`src/rtl/disp_ctrl_pkg.sv`:
```
// Shared definitions for the DOUT display front end: flash FSM states,
// default timing parameters and display mode constants.
package disp_ctrl_pkg;

  typedef enum logic [1:0] {
    ST_BLANK     = 2'd0,
    ST_FLASH_OFF = 2'd1,
    ST_FLASH_ON  = 2'd2,
    ST_SHOW      = 2'd3
  } disp_state_e;

  localparam int DEF_DEBOUNCE_CYCLES = 250000;
  localparam int DEF_FLASH_HALF      = 6250000;
  localparam int DEF_NUM_FLASH       = 3;

  localparam logic MODE_DEC = 1'b0;
  localparam logic MODE_BIN = 1'b1;

  function automatic logic is_flash(input disp_state_e s);
    return (s == ST_FLASH_OFF) || (s == ST_FLASH_ON);
  endfunction

  function automatic logic is_lit(input disp_state_e s);
    return (s == ST_FLASH_ON) || (s == ST_SHOW);
  endfunction

endpackage

```
`src/rtl/key_debounce.sv`:
```
// Two-flop synchroniser plus stability counter for an active-low push-button.
// press is a one-cycle pulse in the cycle the debounced level goes to pressed.
module key_debounce
  import disp_ctrl_pkg::*;
#(
  parameter int DEBOUNCE_CYCLES = DEF_DEBOUNCE_CYCLES
) (
  input  logic clk,
  input  logic rst_n,
  input  logic key_n,
  output logic press
);

  localparam int CW = $clog2(DEBOUNCE_CYCLES) + 1;
  localparam logic [CW-1:0] CNT_LAST = CW'(DEBOUNCE_CYCLES - 1);

  logic          sync1_r;
  logic          sync2_r;
  logic          deb_r;
  logic [CW-1:0] cnt_r;
  logic          flip_s;

  assign flip_s = (sync2_r != deb_r) && (cnt_r == CNT_LAST);
  assign press  = flip_s && (sync2_r == 1'b0);

  // synchroniser; idles at released so a held key after reset needs a full debounce
  always_ff @(posedge clk or negedge rst_n) begin
    if (!rst_n) begin
      sync1_r <= 1'b1;
      sync2_r <= 1'b1;
    end else begin
      sync1_r <= key_n;
      sync2_r <= sync1_r;
    end
  end

  // stability counter and debounced level
  always_ff @(posedge clk or negedge rst_n) begin
    if (!rst_n) begin
      cnt_r <= '0;
      deb_r <= 1'b1;
    end else if (sync2_r == deb_r) begin
      cnt_r <= '0;
    end else if (flip_s) begin
      cnt_r <= '0;
      deb_r <= sync2_r;
    end else begin
      cnt_r <= cnt_r + CW'(1);
    end
  end

endmodule

```
`src/rtl/dout_display_ctrl.sv`:
```
// DOUT display front end: capture register, MODE key toggle and the
// blank/flash/steady enable sequencer feeding the 7-segment display stage.
module dout_display_ctrl
  import disp_ctrl_pkg::*;
#(
  parameter int DEBOUNCE_CYCLES = DEF_DEBOUNCE_CYCLES,
  parameter int FLASH_HALF      = DEF_FLASH_HALF,
  parameter int NUM_FLASH       = DEF_NUM_FLASH
) (
  input  logic       clk,
  input  logic       rst_n,
  input  logic [7:0] dout,
  input  logic       dout_wr,
  input  logic       key_mode_n,
  input  logic       disp_on,
  output logic [7:0] x,
  output logic       mode,
  output logic       enable,
  output logic       fresh
);

  localparam int PW = $clog2(FLASH_HALF) + 1;
  localparam int NW = $clog2(NUM_FLASH) + 1;
  localparam logic [PW-1:0] PHASE_LAST = PW'(FLASH_HALF - 1);
  localparam logic [NW-1:0] PAIR_LAST  = NW'(NUM_FLASH - 1);

  disp_state_e   state_r;
  disp_state_e   state_nx_s;
  logic [PW-1:0] phase_r;
  logic [NW-1:0] pair_r;
  logic          phase_done_s;
  logic          pairs_done_s;
  logic          press_s;
  logic          enable_s;
  logic          fresh_s;
  logic [7:0]    x_r;
  logic          mode_r;
  logic          enable_r;
  logic          fresh_r;

  key_debounce #(
    .DEBOUNCE_CYCLES(DEBOUNCE_CYCLES)
  ) u_key (
    .clk   (clk),
    .rst_n (rst_n),
    .key_n (key_mode_n),
    .press (press_s)
  );

  assign phase_done_s = (phase_r == PHASE_LAST);
  assign pairs_done_s = (pair_r == PAIR_LAST);

  // state register
  always_ff @(posedge clk or negedge rst_n) begin
    if (!rst_n) begin
      state_r <= ST_BLANK;
    end else begin
      state_r <= state_nx_s;
    end
  end

  // next state; a strobe restarts the flash sequence from any state
  always_comb begin
    state_nx_s = state_r;
    if (dout_wr) begin
      state_nx_s = ST_FLASH_OFF;
    end else begin
      case (state_r)
        ST_BLANK:     state_nx_s = ST_BLANK;
        ST_SHOW:      state_nx_s = ST_SHOW;
        ST_FLASH_OFF: begin
          if (phase_done_s) begin
            state_nx_s = ST_FLASH_ON;
          end else begin
            state_nx_s = ST_FLASH_OFF;
          end
        end
        ST_FLASH_ON: begin
          if (!phase_done_s) begin
            state_nx_s = ST_FLASH_ON;
          end else if (pairs_done_s) begin
            state_nx_s = ST_SHOW;
          end else begin
            state_nx_s = ST_FLASH_OFF;
          end
        end
        default:      state_nx_s = ST_BLANK;
      endcase
    end
  end

  // outputs decoded from the upcoming state so the registered copies line up with it
  always_comb begin
    enable_s = disp_on & is_lit(state_nx_s);
    fresh_s  = is_flash(state_nx_s);
  end

  // phase and pair counters, held at zero outside the flash states
  always_ff @(posedge clk or negedge rst_n) begin
    if (!rst_n) begin
      phase_r <= '0;
      pair_r  <= '0;
    end else if (dout_wr || !is_flash(state_r)) begin
      phase_r <= '0;
      pair_r  <= '0;
    end else if (phase_done_s) begin
      phase_r <= '0;
      if (state_r == ST_FLASH_ON) begin
        pair_r <= pairs_done_s ? '0 : pair_r + NW'(1);
      end else begin
        pair_r <= pair_r;
      end
    end else begin
      phase_r <= phase_r + PW'(1);
    end
  end

  // registered outputs: captured value, mode toggle, enable and fresh
  always_ff @(posedge clk or negedge rst_n) begin
    if (!rst_n) begin
      x_r      <= 8'h00;
      mode_r   <= MODE_DEC;
      enable_r <= 1'b0;
      fresh_r  <= 1'b0;
    end else begin
      if (dout_wr) begin
        x_r <= dout;
      end else begin
        x_r <= x_r;
      end
      if (press_s) begin
        mode_r <= ~mode_r;
      end else begin
        mode_r <= mode_r;
      end
      enable_r <= enable_s;
      fresh_r  <= fresh_s;
    end
  end

  assign x      = x_r;
  assign mode   = mode_r;
  assign enable = enable_r;
  assign fresh  = fresh_r;

endmodule
```
`config.mk`:
```
export PLATFORM = sky130hd
export DESIGN_NAME = dout_display_ctrl
export DESIGN_NICKNAME = d
export VERILOG_FILES = /design/src/rtl/disp_ctrl_pkg.sv /design/src/rtl/key_debounce.sv /design/src/rtl/dout_display_ctrl.sv
export SDC_FILE = /design/constraint.sdc
export NUM_CORES = 1
export LEC_CHECK = 0
export ABC_AREA = 0
export BUFFER_PORTS_ARGS = -buffer_cell sky130_fd_sc_hd__buf_2
export CORE_MARGIN = 2
export CORE_UTILIZATION = 40
export DETAILED_ROUTE_END_ITERATION = 8
export GPL_TIMING_DRIVEN = 0
export PLACE_DENSITY_LB_ADDON = 0.08
export REMOVE_ABC_BUFFERS = 1
export SYNTH_ARGS = -nofsm -noshare
export SYNTH_HDL_FRONTEND = slang
export SYNTH_SLANG_ARGS = --single-unit
```
`constraint.sdc`:
```
create_clock -name clk -period 2.8 [get_ports clk]
set_clock_uncertainty 0.1 [all_clocks]
set_input_delay 0.84 -clock clk [delete_from_list [all_inputs] [get_ports clk]]
set_output_delay 0.84 -clock clk [all_outputs]
set_load 0.02 [all_outputs]
```
==> summary.md <==
| Metric | Value |
|---|---|
| Outcome | complete, no violations |
| NetSw | between 0.4 and 0.5 mW |
| Largest area contributor in the netlist | dfrtp_1 |
| Clk root buf | clkbuf_8 |
| Crit-path max FO | 7 |
| Terminus of the critical flop-to-flop path | enable |
| Worst setup path category | reg -> reg |
| Total chip power | around 1.8 mW |
| Die ar. | 8350 sq um |
| Final Hold Viols | 0 |
| Largest net degree at the start of global routing | 63 |
| Crit path capture | enable |
| Die Width | around 91 microns |
| CTS buffer count | 9 |
| Count leader, synth | dfrtp_1 |
| Antenna-violating nets left | 0 |
| Reg2reg start | phase_r[15] |
| Number of vias per cell | ~5.3 |
| DP Wirelength | approximately 3900 microns |
| Share of Yosys cell area claimed by the top area cell type | between 40% and 50% |
| R2R Setup Slk | approximately 330 ps |
| Input/output buffers | 23 |
| Synth area leaders | dfrtp_1, xor2_1, nor2_1, xnor2_1, mux2_2 |
| Worst VDD drop | ~0.24 mV |
| Clk buf depth | 2 |
| Class of the worst hold path | reg -> reg |
| Final hold slack | between 200 and 300 ps |
| Crit share post-route | slightly below 90% |
| DR iter-0 viols | 53 |
| Layout Utilization | between 40% and 50% |
| DRT Pass-1 Iters | 5 |
| Filler cell count | roughly 710 |
| Slew @ Worst Pin | between 800 and 900 ps |
| Synth top cells by count | dfrtp_1, nor2_1, nand3_1, xor2_1 |
| Worst setup EP type | flip-flop |
| Flops & latches, synth | 62 |
| Routed WL per cell | 13.98 microns |
| Seq pwr share | around 50% |
| Post-synth EDFFs | 0 |
| Internal | roughly 1.4 mW |
| PostCTS Resize Cnt | 0 |
| CTS H-tree depth | 3 |
| Syn_area_per_cell | 10.42 sq um |
| Clock Latency Late Sink | 350 ps |
| FFs w/ async S/R, synth | between 90% and 100% |
| Die Ht | ~91 microns |
| Max Slew Vio Count | 0 |
| Final cell count without fillers | about 420 |
| Net Sw Frac | approximately a quarter |
| Cells after Synth | 293 |
| Initial antenna violation count | 0 |
| Max-cap viol count | 0 |
| GRT Overall Usage | around 16% |
| Core Footprint | roughly 7300 sq um |
| Post-CTS setup buffers | 0 |
| Area grow syn2layout | 12.99% |
| LEAKAGE | 1.478 nW |
| Drc violations | 0 |
| Total negative slack | 0 ps |
| GPL Wtd Cong | approximately 0.73 |
| Critical Path Source | phase_r[15] |
| Routed WL | between 5000 and 6000 microns |
| # hold bufs at CTS | 0 |
| Comb power frac | approximately 5% |
| Seq/Total Area, Yosys | 50.92% |
| Clock slew at reported path FFs | 70 ps |
| Nets | between 300 and 400 |
| CTS tree | built |
| Rows | 31 |
| # setup viols final | 0 |
| Share of cells above drive strength 1 | 17.96% |
| Startpoint Class | flip-flop |
| PwrDens | ~530 nW/um^2 |
| Total gr overflow | 0 |
| DR vias | 2240 |
| First-pass GRT wire length | between 10000 and 15000 microns |
| Fin crit period | 2474 ps |
| Placed Cells | between 400 and 500 |
| Vias in the first global route | approximately 2200 |
| Crit path required time | between 2000 and 3000 ps |
| Antenna Cells | 0 |
| Syn Std Cell Area | about 3100 sq um |
| Primary FF master, synth | dfrtp_1 |
| RSZ-0062 raised after global routing | no |
| Yosys warning total | 0 |
| Clk pwr share | around 44% |
| Peak Freq | 0.4042 GHz |
| Netlist cell types | 38 |
| Crit path DAT | ~2600 ps |
| R2r worst-path depth | 6 |
| Ports | 24 |
| Worst rel slew slack | a little under half |
| Clock sink count | 62 |
| Initial Util | around two fifths |
[critical path, cell delays in order, from the launching register on]
cell	delay, ps
dfrtp_1	470
nor4_1	420
nand4_1	350
o41ai_1	460
a211oi_1	190
ha_1	210
o21a_1	170
[layout make-up]
cell class                      count  area [sq um]  share of cell area (%)
Clock buffer                       10         137.6                   3.988
Clock inverter                      6         61.31                   1.777
Inverter                           10         37.54                   1.088
Multi-Input combinational cell    212          1418                   41.08
Sequential cell                    62          1555                   45.07
Tap cell                           99         123.9                   3.590
Timing Repair Buffer               23         117.6                   3.408
[sequential cells by signal (all words and copies together), names as in the netlist, 2 cells and up]
register     cells
phase_r         24
pair_r           3
x                8
u_key.cnt_r     19
state_r          2
[layer usage]
metal / vias up / track usage [%] / wire length (microns)
met5: - / 0 / 0
met4: 0 / 7.323 / 134
met3: 16 / 4.564 / 173
met2: 23 / 24.69 / 2804
met1: 1100 / 20.49 / 2788
li1: 1101 / - / -
[worst min-delay path by stage]
stage	cells after the start	from	slack, ps	endpoint
final	0	u_key.sync1_r	260	u_key.sync2_r
after global routing	0	u_key.sync1_r	270	u_key.sync2_r
after CTS	0	u_key.sync1_r	260	u_key.sync2_r
after detailed placement	0	u_key.sync1_r	250	u_key.sync2_r
after global placement	0	u_key.sync1_r	250	u_key.sync2_r
after floorplan	0	u_key.sync1_r	250	u_key.sync2_r
[cell families after synthesis]
kind of cell    synth area share, %
compound gates                7.702
buf+inv                       2.663
mux                           3.318
simple gates                  23.80
xor+xnor                      8.316
flops                         50.92
fa+ha+maj                     3.277
[stage by stage]
stage | cell area (sq um) | setup WS (ps)
2_1_floorplan | 3010 | 705.8
3_3_place_gp | 3249 | 286.4
3_5_place_dp | 3252 | 333.3
4_1_cts | 3451 | 305.7
5_1_grt | 3451 | 36.96
6_report | 3451 | 325.9
[cell usage in the layout, fill, tap and decap left out, types with 8 or more instances in the layout]
cell	n
inv_1	10
nand4_1	13
or4_1	10
nand3_1	17
mux2_2	9
o21ai_0	10
clkbuf_8	10
buf_2	22
and4_1	8
or3_1	8
xor2_1	17
nor2_1	35
ha_1	8
nand2_1	15
dfrtp_1	59
xnor2_1	12
a21oi_1	15
[power groups by stage]
stage / clock, mW / sequential (mW) / combinational (mW)
6_report: 0.792 / 0.930 / 0.0930
5_1_grt: 0.867 / 0.933 / 0.106
4_1_cts: 0.822 / 0.930 / 0.0964
3_5_place_dp: 0 / 0.947 / 0.0961
3_3_place_gp: 0 / 0.947 / 0.0956
2_1_floorplan: 0 / 0.961 / 0.0330
No activity file was read; power rests on OpenSTA's default activity.
